[src/rtl/batt_if.sv]
// batt_if: A2D battery sample input and supervisor status outputs
interface batt_if;
  logic        batt_vld;
  logic [11:0] batt;
  logic [11:0] batt_avg;
  logic        avg_vld;
  logic        batt_low;
  logic        batt_crit;
  logic [7:0]  LED;
  modport master (output batt_vld, batt, input batt_avg, avg_vld, batt_low, batt_crit, LED);
  modport slave (input batt_vld, batt, output batt_avg, avg_vld, batt_low, batt_crit, LED);
endinterface

[src/rtl/batt_monitor.sv]
// batt_monitor: block-averages battery conversions and classifies NORMAL/LOW/CRIT
// with hysteresis and persistence; drives batt_low/batt_crit and an LED bar.
module batt_monitor #(
  parameter int unsigned AVG_LOG2 = 3,
  parameter logic [11:0] LOW_TH   = 12'h800,
  parameter logic [11:0] CRIT_TH  = 12'h700,
  parameter logic [11:0] HYST     = 12'h040,
  parameter int unsigned PERSIST  = 4
) (
  input logic   clk,
  input logic   rst_n,
  batt_if.slave bus
);
  localparam int unsigned AW = 12 + AVG_LOG2;
  localparam int unsigned PW = $clog2(PERSIST + 1);
  localparam logic [12:0] REC_TH = {1'b0, LOW_TH} + {1'b0, HYST};
  typedef enum logic [1:0] {NORMAL, LOW, CRIT, NONE} state_t;
  state_t r_state, r_prev, w_next, w_prev, w_cand;
  logic [AW-1:0]       r_acc;
  logic [AVG_LOG2-1:0] r_cnt;
  logic [11:0]         r_avg;
  logic                r_avg_vld, r_low, r_crit;
  logic [7:0]          r_led;
  logic [PW-1:0]       r_pcnt, w_pcnt, w_inc;
  logic [AW-1:0]       w_sum;
  logic [11:0]         w_avg;
  logic                w_last;
  assign w_sum  = r_acc + AW'(bus.batt);
  assign w_avg  = w_sum[AW-1:AVG_LOG2];
  assign w_last = bus.batt_vld && (r_cnt == '1);
  always_ff @(posedge clk or negedge rst_n)
    if (!rst_n) begin
      r_acc     <= '0;
      r_cnt     <= '0;
      r_avg     <= '0;
      r_avg_vld <= 1'b0;
      r_led     <= '0;
    end else begin
      r_avg_vld <= w_last;
      if (bus.batt_vld) begin
        r_acc <= w_last ? '0 : w_sum;
        r_cnt <= r_cnt + 1'b1;
      end
      if (w_last) r_avg <= w_avg;
      // the bar is blanked on entry to CRIT and stays dark for as long as CRIT holds
      if (w_last) r_led <= (r_state == CRIT) ? 8'h00 : ~(8'hFE << w_avg[11:9]);
      else if (w_next == CRIT) r_led <= 8'h00;
    end
  always_ff @(posedge clk or negedge rst_n)
    if (!rst_n) begin
      r_state <= NORMAL;
      r_prev  <= NONE;
      r_pcnt  <= '0;
      r_low   <= 1'b0;
      r_crit  <= 1'b0;
    end else begin
      r_state <= w_next;
      r_prev  <= w_prev;
      r_pcnt  <= w_pcnt;
      r_low   <= w_next != NORMAL;
      r_crit  <= w_next == CRIT;
    end
  always_comb begin
    w_next = r_state;
    w_prev = r_prev;
    w_pcnt = r_pcnt;
    w_cand = r_state == CRIT ? NONE :
             r_avg < CRIT_TH ? CRIT :
             r_state == NORMAL ? (r_avg < LOW_TH ? LOW : NONE) :
             ({1'b0, r_avg} >= REC_TH ? NORMAL : NONE);
    w_inc  = (w_cand == r_prev) ? r_pcnt + 1'b1 : PW'(1);
    if (r_avg_vld) begin
      if (w_cand == NONE) begin
        w_pcnt = '0;
        w_prev = NONE;
      end else if (w_inc == PW'(PERSIST)) begin
        w_next = w_cand;
        w_pcnt = '0;
        w_prev = NONE;
      end else begin
        w_pcnt = w_inc;
        w_prev = w_cand;
      end
    end
  end
  assign bus.batt_avg  = r_avg;
  assign bus.avg_vld   = r_avg_vld;
  assign bus.batt_low  = r_low;
  assign bus.batt_crit = r_crit;
  assign bus.LED       = r_led;
endmodule

[src/flat_wrapper.sv]
// flat-port wrapper written by rule: the top's interface ports become plain ports
module batt_monitor_flat 
#(
  parameter int unsigned AVG_LOG2 = 3,
  parameter logic [11:0] LOW_TH   = 12'h800,
  parameter logic [11:0] CRIT_TH  = 12'h700,
  parameter logic [11:0] HYST     = 12'h040,
  parameter int unsigned PERSIST  = 4
)
  (clk, rst_n, bus_batt_vld, bus_batt, bus_batt_avg, bus_avg_vld, bus_batt_low, bus_batt_crit, bus_LED);
  batt_if bus_i ();
  input logic clk;
  input logic rst_n;
  input wire logic [$bits(bus_i.batt_vld)-1:0] bus_batt_vld;
  input wire logic [$bits(bus_i.batt)-1:0] bus_batt;
  output wire logic [$bits(bus_i.batt_avg)-1:0] bus_batt_avg;
  output wire logic [$bits(bus_i.avg_vld)-1:0] bus_avg_vld;
  output wire logic [$bits(bus_i.batt_low)-1:0] bus_batt_low;
  output wire logic [$bits(bus_i.batt_crit)-1:0] bus_batt_crit;
  output wire logic [$bits(bus_i.LED)-1:0] bus_LED;
  assign bus_i.batt_vld = bus_batt_vld;
  assign bus_i.batt = bus_batt;
  assign bus_batt_avg = bus_i.batt_avg;
  assign bus_avg_vld = bus_i.avg_vld;
  assign bus_batt_low = bus_i.batt_low;
  assign bus_batt_crit = bus_i.batt_crit;
  assign bus_LED = bus_i.LED;
  batt_monitor #(.AVG_LOG2(AVG_LOG2), .LOW_TH(LOW_TH), .CRIT_TH(CRIT_TH), .HYST(HYST), .PERSIST(PERSIST)) u_core (.clk(clk), .rst_n(rst_n), .bus(bus_i));
endmodule
[config.mk]
export PLATFORM = sky130hd
export DESIGN_NAME = batt_monitor_flat
export DESIGN_NICKNAME = d
export VERILOG_FILES = /design/src/rtl/batt_if.sv /design/src/rtl/batt_monitor.sv /design/src/flat_wrapper.sv
export SDC_FILE = /design/constraint.sdc
export NUM_CORES = 1
export LEC_CHECK = 0
export ABC_CLOCK_PERIOD_IN_PS = 3020
export BUFFER_PORTS_ARGS = -buffer_cell sky130_fd_sc_hd__buf_2
export CAP_MARGIN = 20
export CORE_ASPECT_RATIO = 1.75
export CORE_MARGIN = 4
export CORE_UTILIZATION = 57
export DETAILED_ROUTE_END_ITERATION = 16
export HOLD_SLACK_MARGIN = 0.05
export PLACE_DENSITY = 0.89
export SKIP_CTS_REPAIR_TIMING = 1
export SLEW_MARGIN = 20
export SYNTH_ARGS = -nofsm -noshare
export SYNTH_HDL_FRONTEND = slang
export SYNTH_SLANG_ARGS = --single-unit
export TNS_END_PERCENT = 30
[constraint.sdc]
create_clock -name clk -period 3.02 [get_ports clk]
set_input_delay 0.151 -clock clk [delete_from_list [all_inputs] [get_ports clk]]
set_output_delay 0.151 -clock clk [all_outputs]
set_load 0.01 [all_outputs]
Yosys cells after proc, flatten, opt, wreduce, memory -nomap -nowiden. Cells that the tools add are included.

$add $sub $neg: 3. Multiplexer cells: 17. Div/mod/pow operators: 0. Order comparisons: 3. Bitwise gates (word level): 1. Shifts and indexed selects: 1. Eq/ne operators: 6. Reduce and logical (&&, ||, !) cells: 4. Multipliers: 0.

Operators with widths (count): 8-bit 2-to-1 mux (3); 2-bit 2-to-1 mux (10); 15-bit by 12-bit adder with 15-bit output (1); 15-bit 2-to-1 mux (1); 12-bit greater-or-equal comparator, second input constant (1); 12-bit by 11-bit less-than comparator with 1-bit output, second input constant (1); 12-bit less-than comparator, second input constant (1); 3-bit 2-to-1 mux (3); 8-bit inverter (1); 8-bit by 3-bit << shifter with 8-bit output, first input constant (1); 3-bit by 1-bit adder with 3-bit output, second input constant (2); 2-bit == test, second input constant (3); 3-bit == test, second input constant (2); 2-bit nonzero test (2); 2-bit == test (1); 2-bit zero test (1); 1-bit logical AND (1).

Register bits: 48. Bits in read-only memories: 0. Memories kept: 0. Output and inout bits: 23. Bits of input ports: 15. Latch bits: 0. RAM bits: 0. Logic and storage cells: 45.

Logic depth before layout (Yosys ltp). Gate-level depths: netlist of run 1.

Depth after elaboration: 14. Gate-level depth with buffers: 9. Mapped depth without buffers: 9.

Worst setup path after synthesis of run 1. OpenSTA, ideal clock, no wires.

Kind: flip-flop to flip-flop. From: register u_core.r_acc[0]. To: register u_core.r_led[5], in the netlist u_core.bus.LED[5]. Data required time: 2.889 ns. Stages on the path, launching flop included: 10. Arrival time: 2.183 ns. Buffers on the path: 0. Slack: 0.706 ns. Clock period less this slack: 2.314 ns. Setup time: 0.131 ns. Path through: dfrtp_1 -> ha_1 -> fa_1 -> a211oi_1 -> nor2_1 -> a31oi_1 -> a21oi_2 -> or3_1 -> nand4_1 -> o211ai_1.

Longest elaborated chain between the ends: 5.

Ends and longest elaborated chain: start, declared (line batt_monitor.sv:19) `logic [AW-1:0] r_acc;`; start signal, assigned (line batt_monitor.sv:41) `r_acc <= w_last ? '0 : w_sum;`; 15-bit by 12-bit adder with 15-bit output (line batt_monitor.sv:28) `assign w_sum = r_acc + AW'(bus.batt);`; 8-bit by 3-bit << shifter with 8-bit output (line batt_monitor.sv:46) `if (w_last) r_led <= (r_state == CRIT) ? 8'h00 : ~(8'hFE << w_avg[11:9]);`; 8-bit inverter (line batt_monitor.sv:46); 8-bit 2-to-1 mux (2 in a row) (line batt_monitor.sv:46); end signal, assigned (line batt_monitor.sv:46); end, declared (line batt_monitor.sv:23) `logic [7:0] r_led;`.

Every way passes these cells. A chain may end at the register's enable or synchronous reset.

Final worst setup path of run 1.
From: register u_core.r_acc[0]. To: register u_core.r_led[2], in the netlist u_core.bus.LED[2].

The elaborated chain is that of the path after synthesis.

==> results of run 1 <==
-- final cells by class --
cell class | instances | area share (%)
well taps | 51 | 2.123
clock inverters | 2 | 0.3331
flip-flops and latches | 48 | 40.05
repair buffers | 39 | 6.828
multi-input cells | 201 | 45.17
inverters | 22 | 2.748
clock buffers | 6 | 2.748
-- power by group through the flow --
stage	Clock [mW]	Combinational, mW	Sequential [mW]
global placement	0	1.59	1.16
finish	0.387	1.65	1.17
floorplan	0	1.25	1.13
CTS	0.398	1.66	1.17
detailed placement	0	1.65	1.18
global route	0.428	1.85	1.21
-- Yosys cell counts, drive strengths merged (2+ instances only) --
master / count / area [sq um]
nor3: 5 / 25.02
dfrtp: 46 / 1151
and3: 4 / 26.28
nor2b: 4 / 25.02
o211ai: 3 / 27.52
clkbuf: 11 / 41.29
nor2: 19 / 71.32
nand2: 33 / 123.9
a21oi: 15 / 78.83
o21a: 2 / 15.01
dfstp: 2 / 52.55
nor4: 2 / 12.51
a21o: 5 / 37.54
ha: 15 / 187.7
nor3b: 2 / 15.01
nand3: 3 / 15.01
o22ai: 15 / 93.84
a22o: 2 / 17.52
a211oi: 4 / 35.03
a31oi: 2 / 12.51
o311ai: 2 / 17.52
xnor2: 11 / 103.9
mux2: 4 / 45.04
o31a: 2 / 20.02
o31ai: 2 / 15.01
nand4: 3 / 25.02
xor2: 6 / 52.55
inv: 22 / 82.58
o21ai: 21 / 105.1
-- registers in the layout, summed over array words and instances (netlist names) --
signal,count
u_core.r_prev,2
u_core.bus.batt_crit,1
u_core.bus.avg_vld,1
u_core.r_acc,15
u_core.r_cnt,3
u_core.r_state,2
u_core.bus.LED,8
u_core.bus.batt_low,1
u_core.bus.batt_avg,12
u_core.r_pcnt,3
-- through the flow --
step / cell area (sq um) / setup slack, ns / cells / hold slack, ns / total power, mW
after CTS: 2993 / 0.3697 / 368 / 0.07306 / 3.222
after global placement: 2900 / 0.5064 / 360 / 0.3928 / 2.753
final: 3005 / 0.3608 / 369 / 0.2819 / 3.210
after floorplan: 2689 / 0.7061 / 283 / -0.1446 / 2.382
after global routing: 3005 / 0.2325 / 369 / 0.2995 / 3.482
after detailed placement: 2900 / 0.3887 / 360 / 0.3975 / 2.827
-- metal layers --
layer	vias to the layer above	global-route usage (%)
li1	1070	-
met1	1051	23.04
met2	51	38.83
met3	13	3.801
met4	0	8.703
met5	-	0
-- kinds of logic (layout without fill, tap and decap cells) --
logic type / after synthesis / in the layout / synth area share (%)
multiplexers: 5 / 5 / 2.047
buffers and inverters: 34 / 69 / 4.746
AND/OR/NAND/NOR: 79 / 79 / 13.82
flip-flops: 48 / 48 / 44.76
adder cells (fa/ha/maj): 16 / 16 / 7.725
XOR/XNOR: 17 / 17 / 5.817
AO/OA/AOI/OAI: 84 / 84 / 21.08
-- worst paths after layout --
| kind | slack [ns] | startpoint | end |
|---|---|---|---|
| worst max register to register | 0.36 | u_core.r_acc[0] | u_core.bus.LED[2] |
| max in group asynchronous | 2.21 | rst_n | u_core.r_acc[12] |
| worst min-delay path | 0.28 | bus_batt[0] | u_core.r_acc[0] |
| min in group asynchronous | 0.39 | rst_n | u_core.bus.LED[1] |
| worst min register to register | 0.48 | u_core.r_cnt[0] | u_core.r_cnt[0] |
| worst max-delay path | 0.36 | u_core.r_acc[0] | u_core.bus.LED[2] |
-- worst min-delay path, cell delays in order --
cell and delay [ns]:
buf_2 0.08, ha_1 0.12, nand2_1 0.05, o22ai_1 0.12
==> run_results.csv, run 1 <==
group,metric,value,unit
status,status,"finished clean",
sta,slew_violations,0,
worst_setup_path,crit_arrival,2.81,ns
worst_setup_path,cp_max_fo,5,
synthesis,ys_seq_area_share,44.77,%
power_and_ir_drop,swShare,43.19,%
power_and_ir_drop,vdd_drop_max,0.7128,mV
cells_and_area,nFillCells,382,
run,cap_violations,0,
drt,wl_met3,272,um
drt,top_layer,"met4",
clocking,clkTransAtPathRegs,0.08,ns
power_and_ir_drop,comb_power_share,51.5,%
power_and_ir_drop,p_int,1.823,mW
die,die_width,59.92,um
placement,dp.final_hpwl,4.462,mm
sta,relSlewSlack,47.70,%
synthesis,synth_cells,283,
drt,num_vias,2185,
clocking,numCtsBuffers,5,
clocking,clock_latency,0.30,ns
global_route,grt_pass1_vias,2211,
cells_and_area,mostFrequentLayoutCells,"dfrtp_1 (46), buf_2 (36), nand2_1 (33)",
cells_and_area,final_nets,348,
sta,setup_viol,0,
die,die_h,98.86,um
cells_and_area,syn2layout_area_growth,11.77,%
min_path,min_delay_path_depth,4,
global_route,grt_overflow_total,0,
clocking,cts-htree-levels,2,
worst_setup_path,worstSetupPathType,"register to register",
drt,wirelength,5.796,mm
drt,met1_length,2.141,mm
worst_setup_path,cp_data_required_time,3.17,ns
min_path,holdCritPathClass,"input pin to register",
drt,drt.antenna.violating_nets,0,
worst_setup_path,cp.depth,9,
drt,drc,0,
synthesis,synth_edf_count,0,
synthesis,synth.cell_area,2689,sq um
drt,vias_per_cell,5.921,
power_and_ir_drop,pwr-share-seq,36.4,%
sta,clock_skew,0.005411,ns
cells_and_area,diodes,0,
power_and_ir_drop,clkPwrFrac,12.1,%
synthesis,synth_area_per_cell,9.501,sq um
die,core-area,4484,sq um
global_route,grt_max_degree,49,
clocking,cts_tree,"yes",
sta,tns,0,ns
global_route,grt_pass1_wl,9.791,mm
sta,hold_violations,0,
worst_setup_path,path_buf_inv,0,
placement,io_buffers,37,
placement,gp_congestion,0.9215,
die,fp-row-count,32,
worst_setup_path,crit_path_end_kind,"register",
die,pin_count,38,
power_and_ir_drop,p_leak,1.456,nW
cells_and_area,final_common_cell,"dfrtp_1",
synthesis,syn-num-nets,314,
worst_setup_path,cp_slowest_stage_delay,0.43,ns
worst_setup_path,crit_path_top_delay_cell,"fa_1",
synthesis,synth_top_flop_cell,"dfrtp_1",
sta,min_period,2.659,ns
global_route,track_usage,21.33,%
clocking,cts.sinks,48,
drt,initialDrtViolationCount,126,
drt,firstDrtPassIters,4,
worst_setup_path,crit_family,"compound AO/OA/AOI/OAI gates",
sta,fmax,376.1,MHz
worst_setup_path,crit_path_start_kind,"register",
drt,wl_per_cell,15.71,um
synthesis,ys_warn_count,0,
global_route,antenna_found_initial,0,
power_and_ir_drop,p_sw,1.386,mW
cells_and_area,multiInputGateArea,1358,sq um
die,start_util,59.96,%
sta,layout_worst_path_cycle_share,88.05,%
synthesis,synth.distinct_cells,51,
worst_setup_path,reg2reg_depth,9,
drt,wl_met2,3.247,mm
die,die-area,5923,sq um
power_and_ir_drop,power.density,1068,nW/um^2
synthesis,ys_async_sr_fraction,100.0,%
sta,tightestPinTransition,0.7785,ns
sta,rsz0062_at_grt,"false",
cells_and_area,fin_util,67.02,%
clocking,clock_path_buffers,2,
clocking,clock-root-buffer,"clkbuf_8",
synthesis,synth_seq_cells,48,
worst_setup_path,worstPathCellList,"ha_1 > fa_1 > a211oi_1 > nor2_1 > a31oi_1 > a211oi_2 > xnor2_1 > nand2b_1 > o311ai_0",
cells_and_area,seqCellArea,1204,sq um
cells_and_area,drive_above_1_share,20.13,%
Note: power is estimated with default switching activity, not from simulation.
==> inputs of run 2 (changes only) <==
--- a/config.mk
+++ b/config.mk
@@ -8,12 +8,14 @@
 export ABC_CLOCK_PERIOD_IN_PS = 3020
 export BUFFER_PORTS_ARGS = -buffer_cell sky130_fd_sc_hd__buf_2
 export CAP_MARGIN = 20
+export CELL_PAD_IN_SITES_DETAIL_PLACEMENT = 1
+export CELL_PAD_IN_SITES_GLOBAL_PLACEMENT = 2
 export CORE_ASPECT_RATIO = 1.75
 export CORE_MARGIN = 4
-export CORE_UTILIZATION = 57
+export CORE_UTILIZATION = 36
 export DETAILED_ROUTE_END_ITERATION = 16
 export HOLD_SLACK_MARGIN = 0.05
-export PLACE_DENSITY = 0.89
+export PLACE_DENSITY = 0.9
 export SKIP_CTS_REPAIR_TIMING = 1
 export SLEW_MARGIN = 20
 export SYNTH_ARGS = -nofsm -noshare
==> run_results.csv, run 2 (synthesis results as in run 1) <==
group,metric,value,unit
status,status,"complete, but fails checks",
status,violations,"negative hold slack",
worst_setup_path,crit_arrival,2.84,ns
sta,layout_worst_path_cycle_share,89.32,%
clocking,cts_tree,"yes",
drt,vias_per_cell,5.489,
power_and_ir_drop,vdd_drop_max,0.4264,mV
clocking,clock-root-buffer,"clkbuf_16",
global_route,antenna_found_initial,0,
global_route,grt_max_degree,39,
sta,hold_violations,37,
worst_setup_path,worstSetupPathType,"register to register",
global_route,grt_pass1_vias,2382,
worst_setup_path,r2r-end,"u_core.bus.LED[2]",
die,die_width,73.33,um
cells_and_area,drive_above_1_share,20.38,%
die,start_util,37.17,%
worst_setup_path,cp_max_fo,5,
clocking,clock_path_buffers,2,
worst_setup_path,cp_slowest_stage_delay,0.44,ns
drt,wl_met2,3.915,mm
worst_setup_path,crit_path_start_kind,"register",
cells_and_area,mostFrequentLayoutCells,"dfrtp_1 (46), buf_2 (37), nand2_1 (33)",
power_and_ir_drop,power.density,1105,nW/um^2
placement,io_buffers,37,
sta,min_period,2.698,ns
worst_setup_path,worstPathCellList,"ha_1 > fa_1 > a211oi_1 > nor2_1 > a31oi_1 > a211oi_2 > xnor2_1 > nand2b_1 > o311ai_0",
drt,met1_length,2.408,mm
cells_and_area,final_common_cell,"dfrtp_1",
worst_setup_path,crit_end,"u_core.bus.LED[2]",
clocking,clock_latency,0.29,ns
drt,wl_met3,213,um
clocking,cts-htree-levels,2,
min_path,holdCritPathClass,"input pin to async pin",
sta,fmax,370.7,MHz
worst_setup_path,cp_data_required_time,3.16,ns
placement,gp_congestion,0.8270,
cells_and_area,diodes,0,
drt,drt.antenna.violating_nets,0,
die,die_h,122.3,um
drt,drc,0,
die,fp-row-count,41,
die,die-area,8970,sq um
global_route,grt_overflow_total,0,
cells_and_area,final_nets,349,
drt,wirelength,6.714,mm
cells_and_area,largest_reg_flops,15,
drt,initialDrtViolationCount,63,
global_route,track_usage,16.09,%
cells_and_area,nFillCells,857,
sta,slew_violations,0,
drt,num_vias,2223,
sta,tns,0,ns
cells_and_area,syn2layout_area_growth,15.87,%
worst_setup_path,crit_path_top_delay_cell,"fa_1",
run,cap_violations,0,
worst_setup_path,startpoint,"u_core.r_acc[0]",
sta,relSlewSlack,42.22,%
sta,rsz0062_at_grt,"false",
clocking,numCtsBuffers,5,
global_route,grt_pass1_wl,11.12,mm
die,core-area,7233,sq um
worst_setup_path,crit_path_end_kind,"register",
worst_setup_path,r2r_slack,0.32,ns
power_and_ir_drop,p_leak,1.487,nW
worst_setup_path,worstReg2RegStart,"u_core.r_acc[0]",
clocking,clkTransAtPathRegs,0.07,ns
clocking,cts.sinks,48,
cells_and_area,top_register,"u_core.r_acc",
sta,hold-worst-slack,-0.02912,ns
die,pin_count,38,
drt,wl_per_cell,16.58,um
sta,tightestPinTransition,0.8667,ns
drt,top_layer,"met4",
drt,firstDrtPassIters,4,
placement,dp.final_hpwl,5.246,mm
sta,clock_skew,0.006877,ns
worst_setup_path,reg2reg_depth,9,
power_and_ir_drop,fin_total_pwr,3.441,mW
sta,setup_viol,0,
run 2: cell type report:
cell class                 instances  area [sq um]  share of cell area [%]
clock buffer                       8         156.4                   5.020
inverter                          22         82.58                   2.651
multi-input combinational        201          1358                   43.57
sequential                        48          1204                   38.63
tap                               86         107.6                   3.454
timing repair buffer              40         207.7                   6.667
run 2: stage by stage:
stage	setup WS [ns]	instance area [sq um]	util (%)	hold WS, ns	cells
6_report	0.3225	3115	43.07	-0.02912	405
5_1_grt	0.1032	3115	43.07	0.05263	405
4_1_cts	0.2716	3115	43.07	0.01192	405
3_5_place_dp	0.2977	2959	40.91	0.3297	397
3_3_place_gp	0.3974	2959	40.91	0.3236	397
2_1_floorplan	0.7061	2689	-	-0.1446	283
run 2: per-layer routing:
| layer | up-vias | track usage, % |
|---|---|---|
| li1 | 1075 | - |
| met1 | 1100 | 15.73 |
| met2 | 34 | 31.45 |
| met3 | 14 | 2.787 |
| met4 | 0 | 7.143 |
| met5 | - | 0 |
run 2: worst min-delay path by stage:
stage / startpoint / depth (start not counted) / slack, ns / end
after global placement: rst_n / 1 / 0.32 / u_core.bus.LED[0]
after CTS: rst_n / 1 / 0.01 / u_core.r_acc[0]
final: rst_n / 1 / -0.03 / u_core.bus.LED[0]
after floorplan: rst_n / 0 / -0.14 / u_core.bus.LED[0]
after global routing: rst_n / 1 / 0.05 / u_core.bus.LED[0]
after detailed placement: rst_n / 1 / 0.33 / u_core.r_pcnt[2]
run 2: critical path: cells and delay by family, from the launching register on:
family | cells | cell delay, ns
fa+ha+maj | 2 | 0.66
simple gates | 2 | 0.30
flops | 1 | 0.38
compound gates | 4 | 0.97
xor+xnor | 1 | 0.23
run 2: power by group:
group          leakage (nW)  switching [mW]  internal [mW]
Sequential            0.609           0.251          0.925
Combinational         0.801           0.958          0.719
Clock                0.0772           0.237          0.353
Total                  1.49            1.45           2.00
==> inputs of run 3 (changes only) <==
--- a/config.mk
+++ b/config.mk
@@ -10,12 +10,12 @@
 export CAP_MARGIN = 20
 export CELL_PAD_IN_SITES_DETAIL_PLACEMENT = 1
 export CELL_PAD_IN_SITES_GLOBAL_PLACEMENT = 2
-export CORE_ASPECT_RATIO = 1.75
+export CORE_ASPECT_RATIO = 1.2
 export CORE_MARGIN = 4
 export CORE_UTILIZATION = 36
 export DETAILED_ROUTE_END_ITERATION = 16
 export HOLD_SLACK_MARGIN = 0.05
-export PLACE_DENSITY = 0.9
+export PLACE_DENSITY_LB_ADDON = 0.1
 export SKIP_CTS_REPAIR_TIMING = 1
 export SLEW_MARGIN = 20
 export SYNTH_ARGS = -nofsm -noshare
==> run_results.csv, run 3 (synthesis results as in run 1) <==
group,metric,value,unit
drt,drt.antenna.violating_nets,0,
global_route,grt_max_degree,30,
power_and_ir_drop,p_leak,1.468,nW
sta,rsz0062_at_grt,"false",
global_route,grt_overflow_total,0,
status,status,"finished clean",
cells_and_area,drive_above_1_share,20.63,%
cells_and_area,final_nets,350,
die,die_h,102.7,um
global_route,grt_pass1_vias,2249,
power_and_ir_drop,vdd_drop_max,0.3548,mV
placement,io_buffers,37,
die,core-area,7274,sq um
drt,vias_per_cell,5.276,
worst_setup_path,crit_path_end_kind,"register",
cells_and_area,syn2layout_area_growth,14.75,%
drt,num_vias,2163,
die,die_width,86.90,um
sta,setup_viol,0,
worst_setup_path,worstSetupPathType,"register to register",
global_route,track_usage,15.37,%
drt,wl_per_cell,15.46,um
die,start_util,36.96,%
placement,gp_congestion,0.7587,
clocking,clock-root-buffer,"clkbuf_8",
cells_and_area,fin_util,42.41,%
sta,min_period,2.678,ns
worst_setup_path,crit_path_start_kind,"register",
sta,fmax,373.5,MHz
run,cap_violations,0,
cells_and_area,mostFrequentLayoutCells,"dfrtp_1 (46), buf_2 (37), nand2_1 (33)",
worst_setup_path,cp_max_fo,5,
placement,dp.final_hpwl,4.848,mm
sta,layout_worst_path_cycle_share,88.66,%
global_route,antenna_found_initial,0,
placement,place_area,2964,sq um
sta,relSlewSlack,42.16,%
sta,slew_violations,0,
die,die-area,8922,sq um
clocking,cts-htree-levels,2,
sta,tns,0,ns
sta,hold-worst-slack,0.1869,ns
sta,tightestPinTransition,0.8610,ns
clocking,clock_path_buffers,2,
clocking,clock_latency,0.30,ns
cells_and_area,final_common_cell,"dfrtp_1",
clocking,cts.sinks,48,
worst_setup_path,cp_data_required_time,3.17,ns
drt,initialDrtViolationCount,26,
sta,hold_violations,0,
die,fp-row-count,34,
min_path,holdCritPathClass,"input pin to register",
sta,clock_skew,0.01112,ns
clocking,cts_tree,"yes",
die,pin_count,38,
clocking,clkTransAtPathRegs,0.10,ns
cells_and_area,top_register,"u_core.r_acc",
drt,drc,0,
clocking,numCtsBuffers,5,
worst_setup_path,crit_arrival,2.83,ns
cells_and_area,final_area,3085,sq um
global_route,grt_pass1_wl,10.80,mm
power_and_ir_drop,power.density,1062,nW/um^2
cells_and_area,largest_reg_flops,15,
drt,wirelength,6.339,mm
drt,firstDrtPassIters,4,
cells_and_area,diodes,0,
-- run 3: cell types whose count changed in the layout (fill, tap and decap cells not counted) --
cell / change
bufinv_16: +1
clkbuf_1: -1
clkbuf_16: -5
clkbuf_8: +3
clkinv_2: +1
clkinvlp_4: +1
dlygate4sd3_1: +1
-- run 3: report_power, final --
group / leakage, nW / total, mW / internal, mW / switching, mW
sequential: 0.609 / 1.16 / 0.922 / 0.238
clock: 0.0541 / 0.472 / 0.245 / 0.226
combinational: 0.806 / 1.65 / 0.719 / 0.927
-- run 3: worst max-delay path, cell delays in order (launching register included) --
cell,delay [ns]
dfrtp_1,0.39
ha_1,0.21
fa_1,0.43
a211oi_1,0.23
nor2_1,0.10
a31oi_1,0.38
a211oi_2,0.21
xnor2_1,0.21
nand2b_1,0.19
o311ai_0,0.17
-- run 3: stage by stage --
step | setup slack, ns | cells | total power, mW
floorplan | 0.7061 | 283 | 2.382
global placement | 0.3238 | 401 | 2.812
detailed placement | 0.2866 | 401 | 2.859
CTS | 0.2687 | 409 | 3.345
global route | 0.07130 | 410 | 3.615
finish | 0.3424 | 410 | 3.277
-- run 3: path summary, 6_finish.rpt --
kind	startpoint	end	slack, ns	depth (start not counted)
setup / recovery	u_core.r_acc[0]	u_core.bus.LED[2]	0.34	9
hold / removal	bus_batt_vld	u_core.bus.avg_vld	0.19	3
setup reg to reg	u_core.r_acc[0]	u_core.bus.LED[2]	0.34	9
hold reg to reg	u_core.bus.batt_avg[4]	u_core.bus.batt_avg[4]	0.48	2
max in group asynchronous	rst_n	u_core.r_acc[4]	1.87	3
min in group asynchronous	rst_n	u_core.bus.LED[0]	0.40	2
-- run 3: layout make-up --
type                            count  area, sq um
Fill cell                         864         4189
Clock inverter                      3        42.54
Inverter                           22        82.58
Clock buffer                        5        68.82
Tap cell                           90        112.6
Timing Repair Buffer               41        217.7
Multi-Input combinational cell    201         1358
Sequential cell                    48         1204
-- run 3: metal layers --
layer / track usage [%] / vias up / wire, um
met1: 18.99 / 1050 / 2825
met4: 4.317 / 0 / 72
met5: 0 / - / 0
met2: 27.47 / 32 / 3210
met3: 2.558 / 7 / 230
li1: - / 1074 / -
